<file path="src/rtl/obi2ahb_mux_if.sv">
// Bundle of the OBI data-port and AHB3-lite multi-slave signals for obi2ahb_mux.
// The master modport is the bridge's view; the slave modport is the view of
// the surrounding core and slaves.
interface obi2ahb_mux_if #(
    parameter int unsigned NUM_SLV = 4
);
    // OBI data port
    logic                    data_req_i;
    logic                    data_gnt_o;
    logic                    data_rvalid_o;
    logic                    data_we_i;
    logic [3:0]              data_be_i;
    logic [31:0]             data_addr_i;
    logic [31:0]             data_wdata_i;
    logic [31:0]             data_rdata_o;
    logic                    data_err_o;

    // AHB3-lite shared master signals
    logic [NUM_SLV-1:0]      HSEL;
    logic [31:0]             HADDR;
    logic                    HWRITE;
    logic [2:0]              HSIZE;
    logic [1:0]              HTRANS;
    logic [31:0]             HWDATA;
    logic                    HREADY;

    // AHB3-lite per-slave responses
    logic [NUM_SLV*32-1:0]   HRDATA;
    logic [NUM_SLV-1:0]      HREADYOUT;
    logic [NUM_SLV-1:0]      HRESP;

    logic                    bus_err_o;

    modport master (
        input  data_req_i, data_we_i, data_be_i, data_addr_i, data_wdata_i,
        output data_gnt_o, data_rvalid_o, data_rdata_o, data_err_o,
        output HSEL, HADDR, HWRITE, HSIZE, HTRANS, HWDATA, HREADY,
        input  HRDATA, HREADYOUT, HRESP,
        output bus_err_o
    );

    modport slave (
        output data_req_i, data_we_i, data_be_i, data_addr_i, data_wdata_i,
        input  data_gnt_o, data_rvalid_o, data_rdata_o, data_err_o,
        input  HSEL, HADDR, HWRITE, HSIZE, HTRANS, HWDATA, HREADY,
        output HRDATA, HREADYOUT, HRESP,
        input  bus_err_o
    );
endinterface

</file>
<file path="src/rtl/obi2ahb_mux.sv">
// OBI data-port to AHB3-lite bridge with an integrated address decoder and
// response mux for up to 8 slaves. One outstanding transfer at a time; illegal
// accesses, decode misses and data-phase timeouts complete with an error response.
module obi2ahb_mux #(
    parameter int unsigned           NUM_SLV  = 4,
    parameter logic [NUM_SLV*32-1:0] SLV_BASE = {32'h0003_0000, 32'h0002_0000,
                                                 32'h0001_0000, 32'h0000_0000},
    parameter logic [NUM_SLV*32-1:0] SLV_MASK = {4{32'hFFFF_0000}},
    parameter int unsigned           TIMEOUT  = 256
) (
    input  logic                 clk_sys,
    input  logic                 rst_sys_n,
    obi2ahb_mux_if.master        bus
);

    localparam int unsigned IDX_W   = (NUM_SLV > 1) ? $clog2(NUM_SLV) : 1;
    localparam logic [31:0] TO_LAST = (TIMEOUT == 0) ? 32'd0 : TIMEOUT - 1;

    typedef enum logic [1:0] {
        IDLE = 2'd0,
        ADDR = 2'd1,
        DATA = 2'd2,
        ERR  = 2'd3
    } state_t;

    state_t             state_q, state_d;

    // Captured request
    logic [31:0]        addr_q;
    logic               we_q;
    logic [2:0]         size_q;
    logic [31:0]        wdata_q;
    logic [IDX_W-1:0]   sel_q;

    // Response and timeout registers
    logic               rvalid_q, rvalid_d;
    logic               err_q, err_d;
    logic [31:0]        rdata_q, rdata_d;
    logic               bus_err_q;
    logic [31:0]        tcnt_q, tcnt_d;

    logic               gnt;
    logic               capture;

    // Byte-enable derived transfer shape
    logic [2:0]         be_size;
    logic [1:0]         be_low;
    logic               be_legal;

    // Address decode
    logic               hit;
    logic [IDX_W-1:0]   hit_idx;

    // Selected-slave response view
    logic [31:0]        sel_rdata;
    logic               sel_ready;
    logic               sel_resp;
    logic [NUM_SLV-1:0] sel_onehot;

    // Map byte enables to HSIZE and the low address bits; odd write patterns are illegal
    always_comb begin
        be_size  = 3'd2;
        be_low   = 2'b00;
        be_legal = !bus.data_we_i;
        case (bus.data_be_i)
            4'b1111: begin be_size = 3'd2; be_low = 2'b00; be_legal = 1'b1; end
            4'b0011: begin be_size = 3'd1; be_low = 2'b00; be_legal = 1'b1; end
            4'b1100: begin be_size = 3'd1; be_low = 2'b10; be_legal = 1'b1; end
            4'b0001: begin be_size = 3'd0; be_low = 2'b00; be_legal = 1'b1; end
            4'b0010: begin be_size = 3'd0; be_low = 2'b01; be_legal = 1'b1; end
            4'b0100: begin be_size = 3'd0; be_low = 2'b10; be_legal = 1'b1; end
            4'b1000: begin be_size = 3'd0; be_low = 2'b11; be_legal = 1'b1; end
            default: ;
        endcase
    end

    // Decode the request address; the lowest matching slave index wins
    always_comb begin
        hit     = 1'b0;
        hit_idx = '0;
        for (int unsigned i = 0; i < NUM_SLV; i++) begin
            if (!hit && ((bus.data_addr_i & SLV_MASK[i*32 +: 32]) == SLV_BASE[i*32 +: 32])) begin
                hit     = 1'b1;
                hit_idx = IDX_W'(i);
            end
        end
    end

    // Mux the response of the captured slave and build its one-hot select
    always_comb begin
        sel_rdata  = '0;
        sel_ready  = 1'b0;
        sel_resp   = 1'b0;
        sel_onehot = '0;
        for (int unsigned i = 0; i < NUM_SLV; i++) begin
            if (sel_q == IDX_W'(i)) begin
                sel_rdata     = bus.HRDATA[i*32 +: 32];
                sel_ready     = bus.HREADYOUT[i];
                sel_resp      = bus.HRESP[i];
                sel_onehot[i] = 1'b1;
            end
        end
    end

    // Next-state, grant and response generation
    always_comb begin
        state_d  = state_q;
        gnt      = 1'b0;
        capture  = 1'b0;
        rvalid_d = 1'b0;
        err_d    = 1'b0;
        rdata_d  = '0;
        tcnt_d   = '0;
        case (state_q)
            IDLE: begin
                gnt = bus.data_req_i;
                if (bus.data_req_i) begin
                    capture = 1'b1;
                    state_d = (hit && be_legal) ? ADDR : ERR;
                end
            end
            ADDR: state_d = DATA;
            DATA: begin
                // HRESP is only meaningful when HREADYOUT is high, which
                // naturally skips the first cycle of a two-cycle ERROR
                if (sel_ready) begin
                    rvalid_d = 1'b1;
                    err_d    = sel_resp;
                    rdata_d  = we_q ? '0 : sel_rdata;
                    state_d  = IDLE;
                end else if ((TIMEOUT != 0) && (tcnt_q == TO_LAST)) begin
                    rvalid_d = 1'b1;
                    err_d    = 1'b1;
                    state_d  = IDLE;
                end else if (TIMEOUT != 0) begin
                    tcnt_d = tcnt_q + 32'd1;
                end
            end
            ERR: begin
                rvalid_d = 1'b1;
                err_d    = 1'b1;
                state_d  = IDLE;
            end
            default: state_d = IDLE;
        endcase
    end

    // FSM state register
    always_ff @(posedge clk_sys) begin
        if (!rst_sys_n) begin
            state_q <= IDLE;
        end else begin
            state_q <= state_d;
        end
    end

    // Request capture, response and timeout registers
    always_ff @(posedge clk_sys) begin
        if (!rst_sys_n) begin
            addr_q    <= '0;
            we_q      <= 1'b0;
            size_q    <= '0;
            wdata_q   <= '0;
            sel_q     <= '0;
            rvalid_q  <= 1'b0;
            err_q     <= 1'b0;
            rdata_q   <= '0;
            bus_err_q <= 1'b0;
            tcnt_q    <= '0;
        end else begin
            rvalid_q  <= rvalid_d;
            err_q     <= err_d;
            rdata_q   <= rdata_d;
            bus_err_q <= rvalid_d & err_d;
            tcnt_q    <= tcnt_d;
            if (capture) begin
                addr_q  <= {bus.data_addr_i[31:2], be_low};
                we_q    <= bus.data_we_i;
                size_q  <= be_size;
                wdata_q <= bus.data_wdata_i;
                sel_q   <= hit_idx;
            end
        end
    end

    // Grant is combinational in IDLE but suppressed while reset is held
    assign bus.data_gnt_o    = gnt & rst_sys_n;
    assign bus.data_rvalid_o = rvalid_q;
    assign bus.data_rdata_o  = rdata_q;
    assign bus.data_err_o    = err_q;
    assign bus.bus_err_o     = bus_err_q;

    assign bus.HSEL   = (state_q == ADDR) ? sel_onehot : '0;
    assign bus.HTRANS = (state_q == ADDR) ? 2'b10 : 2'b00;
    assign bus.HADDR  = addr_q;
    assign bus.HWRITE = we_q;
    assign bus.HSIZE  = size_q;
    assign bus.HWDATA = wdata_q;
    assign bus.HREADY = (state_q == DATA) ? sel_ready : 1'b1;

endmodule
</file>
<file path="src/flat_wrapper.sv">
// flat-port wrapper written by rule: the top's interface ports become plain ports
module obi2ahb_mux_flat 
#(
    parameter int unsigned           NUM_SLV  = 4,
    parameter logic [NUM_SLV*32-1:0] SLV_BASE = {32'h0003_0000, 32'h0002_0000,
                                                 32'h0001_0000, 32'h0000_0000},
    parameter logic [NUM_SLV*32-1:0] SLV_MASK = {4{32'hFFFF_0000}},
    parameter int unsigned           TIMEOUT  = 256
)
  (clk_sys, rst_sys_n, bus_data_req_i, bus_data_we_i, bus_data_be_i, bus_data_addr_i, bus_data_wdata_i, bus_data_gnt_o, bus_data_rvalid_o, bus_data_rdata_o, bus_data_err_o, bus_HSEL, bus_HADDR, bus_HWRITE, bus_HSIZE, bus_HTRANS, bus_HWDATA, bus_HREADY, bus_HRDATA, bus_HREADYOUT, bus_HRESP, bus_bus_err_o);
  obi2ahb_mux_if #(.NUM_SLV(NUM_SLV)) bus_i ();
  input  logic clk_sys;
  input  logic rst_sys_n;
  input wire logic [$bits(bus_i.data_req_i)-1:0] bus_data_req_i;
  input wire logic [$bits(bus_i.data_we_i)-1:0] bus_data_we_i;
  input wire logic [$bits(bus_i.data_be_i)-1:0] bus_data_be_i;
  input wire logic [$bits(bus_i.data_addr_i)-1:0] bus_data_addr_i;
  input wire logic [$bits(bus_i.data_wdata_i)-1:0] bus_data_wdata_i;
  output wire logic [$bits(bus_i.data_gnt_o)-1:0] bus_data_gnt_o;
  output wire logic [$bits(bus_i.data_rvalid_o)-1:0] bus_data_rvalid_o;
  output wire logic [$bits(bus_i.data_rdata_o)-1:0] bus_data_rdata_o;
  output wire logic [$bits(bus_i.data_err_o)-1:0] bus_data_err_o;
  output wire logic [$bits(bus_i.HSEL)-1:0] bus_HSEL;
  output wire logic [$bits(bus_i.HADDR)-1:0] bus_HADDR;
  output wire logic [$bits(bus_i.HWRITE)-1:0] bus_HWRITE;
  output wire logic [$bits(bus_i.HSIZE)-1:0] bus_HSIZE;
  output wire logic [$bits(bus_i.HTRANS)-1:0] bus_HTRANS;
  output wire logic [$bits(bus_i.HWDATA)-1:0] bus_HWDATA;
  output wire logic [$bits(bus_i.HREADY)-1:0] bus_HREADY;
  input wire logic [$bits(bus_i.HRDATA)-1:0] bus_HRDATA;
  input wire logic [$bits(bus_i.HREADYOUT)-1:0] bus_HREADYOUT;
  input wire logic [$bits(bus_i.HRESP)-1:0] bus_HRESP;
  output wire logic [$bits(bus_i.bus_err_o)-1:0] bus_bus_err_o;
  assign bus_i.data_req_i = bus_data_req_i;
  assign bus_i.data_we_i = bus_data_we_i;
  assign bus_i.data_be_i = bus_data_be_i;
  assign bus_i.data_addr_i = bus_data_addr_i;
  assign bus_i.data_wdata_i = bus_data_wdata_i;
  assign bus_data_gnt_o = bus_i.data_gnt_o;
  assign bus_data_rvalid_o = bus_i.data_rvalid_o;
  assign bus_data_rdata_o = bus_i.data_rdata_o;
  assign bus_data_err_o = bus_i.data_err_o;
  assign bus_HSEL = bus_i.HSEL;
  assign bus_HADDR = bus_i.HADDR;
  assign bus_HWRITE = bus_i.HWRITE;
  assign bus_HSIZE = bus_i.HSIZE;
  assign bus_HTRANS = bus_i.HTRANS;
  assign bus_HWDATA = bus_i.HWDATA;
  assign bus_HREADY = bus_i.HREADY;
  assign bus_i.HRDATA = bus_HRDATA;
  assign bus_i.HREADYOUT = bus_HREADYOUT;
  assign bus_i.HRESP = bus_HRESP;
  assign bus_bus_err_o = bus_i.bus_err_o;
  obi2ahb_mux #(.NUM_SLV(NUM_SLV), .SLV_BASE(SLV_BASE), .SLV_MASK(SLV_MASK), .TIMEOUT(TIMEOUT)) u_core (.clk_sys(clk_sys), .rst_sys_n(rst_sys_n), .bus(bus_i));
endmodule
</file>
<file path="config.mk">
export PLATFORM = sky130hd
export DESIGN_NAME = obi2ahb_mux_flat
export DESIGN_NICKNAME = d
export VERILOG_FILES = /design/src/rtl/obi2ahb_mux_if.sv /design/src/rtl/obi2ahb_mux.sv /design/src/flat_wrapper.sv
export SDC_FILE = /design/constraint.sdc
export NUM_CORES = 1
export LEC_CHECK = 0
export BUFFER_PORTS_ARGS = -buffer_cell sky130_fd_sc_hd__buf_2
export CAP_MARGIN = 20
export CELL_PAD_IN_SITES_DETAIL_PLACEMENT = 0
export CELL_PAD_IN_SITES_GLOBAL_PLACEMENT = 2
export CORE_MARGIN = 2
export CORE_UTILIZATION = 27
export DETAILED_ROUTE_END_ITERATION = 6
export GPL_TIMING_DRIVEN = 0
export PLACE_DENSITY = 0.82
export SLEW_MARGIN = 15
export SYNTH_ARGS = -nofsm -noshare
export SYNTH_HDL_FRONTEND = slang
export SYNTH_SLANG_ARGS = --single-unit
</file>
<file path="constraint.sdc">
create_clock -name clk_sys -period 6.3 [get_ports clk_sys]
set_clock_uncertainty 0.2 [all_clocks]
set_input_delay 1.26 -clock clk_sys [delete_from_list [all_inputs] [get_ports clk_sys]]
set_output_delay 1.26 -clock clk_sys [all_outputs]
set_load 0.03 [all_outputs]
</file>
Yosys cells after proc, flatten, opt, wreduce, memory -nomap -nowiden

Cells that the tools add are included.

Muxes and demuxes: 42
Eq/ne operators: 19
Bitwise gates (word level): 5
Reductions and logical operators: 18
Add/sub/neg operators: 1

Operators by type and width:

| kind                                                 | count |
|---|---|
| two-way mux 32 bit                                   | 4 |
| adder 32 x 1 -> 32 bit, second input constant        | 1 |
| equality test 16 x 2 -> 1 bit, second input constant | 2 |
| equality test 32 x 8 -> 1 bit, second input constant | 1 |
| zero test 32 bit                                     | 1 |
| two-way mux 1 bit                                    | 25 |
| equality test 16 x 1 -> 1 bit, second input constant | 1 |
| two-way mux 2 bit                                    | 7 |
| equality test 4 bit, second input constant           | 3 |
| OR reduction 4 bit                                   | 3 |
| equality test 2 bit, second input constant           | 4 |
| equality test 4 x 2 -> 1 bit, second input constant  | 2 |
| case mux 2 bit (4 select lines)                      | 1 |
| OR reduction 7 bit                                   | 1 |
| case mux 2 bit (3 select lines)                      | 1 |
| equality test 2 x 1 -> 1 bit, second input constant  | 2 |
| equality test 4 x 1 -> 1 bit, second input constant  | 1 |
| equality test 4 x 3 -> 1 bit, second input constant  | 1 |
| logical AND 1 bit                                    | 4 |
| zero test 1 bit                                      | 4 |
| zero test 2 bit                                      | 2 |
| two-way mux 4 bit                                    | 1 |
| case mux 1 bit (2 select lines)                      | 2 |
| case mux 2 bit (2 select lines)                      | 1 |
| 6 further kinds                                      | 10 |

Register bits: 139
Input bits: 208
Output and inout port bits: 111
Logic and storage cells: 96

Longest topological paths before layout

Depth after elaboration: 15
Gate-level depth with buffers: 7
Mapped depth without buffers: 5

Worst setup path after synthesis

No wires, ideal clock.

Path type: in2out
From: input port bus_HREADYOUT[3]
To: output port bus_HREADY
Arrival: 2.210 ns
Slack: 2.630 ns
Stages on the path: 3
Path through: mux4_2 -> nor2_1 -> nand2_1

Cells in the longest elaborated chain, start to end: 2

RTL lines:

| element            | RTL line           | source |
|---|---|---|
| start: declaration | flat_wrapper.sv:31 | `input wire logic [$bits(bus_i.HREADYOUT)-1:0] bus_HREADYOUT;` |
| two-way mux 1 bit  | obi2ahb_mux.sv:96  | `if (sel_q == IDX_W'(i)) begin` |
| two-way mux 1 bit  | obi2ahb_mux.sv:199 | `assign bus.HREADY = (state_q == DATA) ? sel_ready : 1'b1;` |
| end: declaration   | flat_wrapper.sv:29 | `output wire logic [$bits(bus_i.HREADY)-1:0] bus_HREADY;` |

Every way passes these cells.

Final worst setup path

From: input port rst_sys_n
To: output port bus_data_gnt_o

Cells in the longest elaborated chain, start to end: 1

RTL lines:

| element            | RTL line           | source |
|---|---|---|
| start: declaration | flat_wrapper.sv:13 | `input logic rst_sys_n;` |
| bitwise AND 1 bit  | obi2ahb_mux.sv:187 | `assign bus.data_gnt_o = gnt & rst_sys_n;` |
| end: declaration   | flat_wrapper.sv:19 | `output wire logic [$bits(bus_i.data_gnt_o)-1:0] bus_data_gnt_o;` |

Every way passes these cells.

==> flow_summary_export.csv <==
group,metric,value,unit
sta,totalNegativeSetupSlack,0,ps
setup_path,cp_data_required_time,4840,ps
die,dieWidth,153.4,um
logic_synthesis,synth_warnings,0,
logic_synthesis,avgSynthCellArea,9.567,sq um
detailed_routing,drt_drc_violations_left,0,
setup_path,crit_path_end_kind,"output port",
grt,globalRoute.totalOverflow,0,
flow_run,max-cap-violations,0,
layout,finalNetCount,1172,
run_status,status,"completed",
detailed_routing,avgRoutedWirePerCell,16.43,um
logic_synthesis,yosys_most_used_dff,"sky130_fd_sc_hd__dfxtp_1",
sta,worst_slew_margin_rel,0.5630,
setup_path,worstSetupStartpointType,"input pin",
clocking,cts.sinks,138,
die,die_area,0.02353,sq mm
layout,multi_input_area,0.003054,sq mm
grt,grt_antenna_before_repair,1,
logic_synthesis,yosysTopAreaCellShare,0.4584,
detailed_routing,post_drt_via_cell_ratio,4.592,
clocking,post-cts-setup-buffers,0,
detailed_routing,drt-initial-drc-count,282,
clocking,cts-root-buf,"sky130_fd_sc_hd__clkbuf_16",
clocking,clk_transition_reported_paths,60,ps
placement,dp.cells,1224,
layout,final_standard_cell_count_with_taps_included_and_fillers_excluded,1256,
hold_path,min-delay-path-class,"reg2reg",
grt,grt_util_met1,0.2092,
placement,port_buffers,313,
logic_synthesis,synth.cell_area,0.006027,sq mm
die,die_height,153.4,um
sta,timing.fmax,249.4,MHz
grt,grt_pass1_vias,5663,
clocking,numCtsBuffers,17,
detailed_routing,wirelength,20640,um
clocking,cts_max_level,4,
layout,flow.area_growth_from_synthesis,42.47,%
sta,final_critical_path_share_of_the_clock_period,0.6365,
die,num_io_pins,319,
clocking,post_cts_hold_buffer_count,0,
grt,gr-max-usage-layer,"met2",
clocking,cts_resized,0,
logic_synthesis,post_synth_main_area_contributors,"sky130_fd_sc_hd__dfxtp_1 (46%), sky130_fd_sc_hd__mux4_2 (13%), sky130_fd_sc_hd__nand2_1 (9.0%), sky130_fd_sc_hd__a21boi_0 (8.5%), sky130_fd_sc_hd__nor2b_1 (3.5%)",
setup_path,timing.critical_path.slowest_stage_cell,"sky130_fd_sc_hd__clkbuf_1",
logic_synthesis,number_of_enable_type_register_cells_in_the_synthesized_netlist,0,
setup_path,cp_cell_sequence,"clkbuf_1, clkbuf_1, and3_1, buf_2",
sta,slew_of_the_pin_with_the_lowest_slew_margin,649.6,ps
logic_synthesis,yosys.cell_count.top_type,"sky130_fd_sc_hd__nand2_1",
detailed_routing,vias,5768,
setup_path,cp_common_cell,"sky130_fd_sc_hd__clkbuf_1",
clocking,tritoncts,"done",
logic_synthesis,synthArstFlopShare,0,
pwr,ir_worst_vdd,167.8,uV
logic_synthesis,synth_top_cell_by_area,"sky130_fd_sc_hd__dfxtp_1",
setup_path,timing.critical_path.fanout_max,10,
placement,place.gp.congestion,0.7973,
setup_path,cp_slowest_stage_delay,440,ps
sta,drv_slew,0,
sta,post-route-min-period,4010,ps
detailed_routing,drt.antenna.violating_nets,0,
logic_synthesis,synth_top_cells_by_count,"sky130_fd_sc_hd__nand2_1 (144), sky130_fd_sc_hd__dfxtp_1 (138), sky130_fd_sc_hd__a21boi_0 (68)",
clocking,clk_latency,420,ps
layout,num_antenna_cells,0,
sta,final-hold-violation-count,0,
clocking,clock_tree.buffer_depth,2,
placement,dp_hpwl,16220,um
sta,rsz0062_at_grt,"false",
detailed_routing,dr.pass1.iters,4,
layout,seqCellArea,0.002763,sq mm
pwr,leakage,3.645,nW
setup_path,arrival,2550,ps
sta,setup_violations,0,
die,effective_utilization_at_floorplan,0.2753,
layout,drive_above_1_share,0.4027,
grt,grt_start_max_net_pins,17,
logic_synthesis,post_synth_num_cell_types,41,
die,rows,54,
grt,grt_util_met3,0.06635,
grt,grt_pass1_wl,31570,um
logic_synthesis,netlist_instances,630,
die,core_area,0.02189,sq mm
layout,filler_cell_count_in_the_final_layout,2320,
setup_path,critical_path_class,"in2out",
grt,grt_use_met2,0.2838,
logic_synthesis,ys_seq_elements,138,
pwr,cellPowerDensity,270.1,mW/mm^2
logic_synthesis,ys_seq_area_frac,0.4584,
grt,global_route.usage.total,0.1709,
[path summary, 6_finish.rpt]
path,start,endpoint,slack [ps],cells past startpoint
setup / recovery,rst_sys_n,bus_data_gnt_o,2290,4
hold / removal,u_core.bus.HWDATA[25],u_core.bus.HWDATA[25],260,2
setup reg to reg,u_core.tcnt_q[0],u_core.tcnt_q[20],3760,6
hold reg to reg,u_core.bus.HWDATA[25],u_core.bus.HWDATA[25],260,2
[cell type report]
cell class | count | area share
Timing Repair Buffer | 313 | 0.1824
Tap cell | 280 | 0.04080
Clock buffer | 17 | 0.04954
Clock inverter | 15 | 0.02492
Inverter | 5 | 0.002186
Buffer | 44 | 0.02273
Multi-Input combinational cell | 444 | 0.3557
Sequential cell | 138 | 0.3217
[layout by cell type, fill, tap and decap left out, types with 9 or more instances in the layout]
cell and instances:
sky130_fd_sc_hd__buf_2 319, sky130_fd_sc_hd__nand2_1 144, sky130_fd_sc_hd__dfxtp_1 138, sky130_fd_sc_hd__a21boi_0 68, sky130_fd_sc_hd__nor2b_1 34, sky130_fd_sc_hd__mux4_2 34, sky130_fd_sc_hd__clkbuf_1 28, sky130_fd_sc_hd__nor2_1 26
sky130_fd_sc_hd__a21oi_1 18, sky130_fd_sc_hd__clkbuf_16 17, sky130_fd_sc_hd__or4_1 16, sky130_fd_sc_hd__xnor2_1 14, sky130_fd_sc_hd__nor4_1 11, sky130_fd_sc_hd__nand4_1 11, sky130_fd_sc_hd__nand3_1 10, sky130_fd_sc_hd__o31ai_1 10
sky130_fd_sc_hd__o21ai_0 9
[metal layers]
| layer | wire [um] | share of wire |
|---|---|---|
| met1 | 8709 | 0.42 |
| met2 | 9749 | 0.47 |
| met3 | 1882 | 0.091 |
| met4 | 286 | 0.014 |
| met5 | 13 | 0.00063 |
[metrics by stage]
| stage | hold slack, ps | power (mW) | util | area [sq um] | worst slack, ps |
|---|---|---|---|---|---|
| final | 258.5 | 2.320 | 0.3923 | 8587 | 2290 |
| after detailed placement | 251.8 | 1.252 | 0.3631 | 7948 | 2255 |
| after global placement | 242.2 | 1.250 | 0.3631 | 7948 | 2273 |
| after CTS | 262.9 | 2.354 | 0.3923 | 8587 | 2248 |
| after global routing | 280.5 | 2.424 | 0.3923 | 8587 | 2149 |
| after floorplan | 228.6 | 1.111 | - | 6031 | 2630 |
[power breakdown]
group | switching [mW] | internal (mW)
registers | 0.0177 | 0.908
clock network | 0.420 | 0.671
logic | 0.184 | 0.119
total | 0.622 | 1.70
[cell families after synthesis]
family,after synthesis,synth area share
compound gates,111,0.1275
xor+xnor,16,0.02325
fa+ha+maj,1,0.002076
buf+inv,49,0.03550
flops,138,0.4584
mux,35,0.1287
other cells,1,0.0006222
simple gates,279,0.2240
[sequential cells by signal, indices dropped and copies added (netlist names)]
name                      cells
u_core.bus.HWDATA            32
u_core.bus.data_err_o         1
u_core.bus.bus_err_o          1
u_core.bus.HSIZE              2
u_core.bus.data_rvalid_o      1
u_core.state_q                2
u_core.tcnt_q                32
u_core.sel_q                  2
u_core.bus.data_rdata_o      32
u_core.bus.HADDR             32
u_core.bus.HWRITE             1
[critical path, delay by kind of cell]
kind          cells  cell delay (ps)
buf+inv           3             1050
simple gates      1              230
No activity file was read; power rests on OpenSTA's default activity.
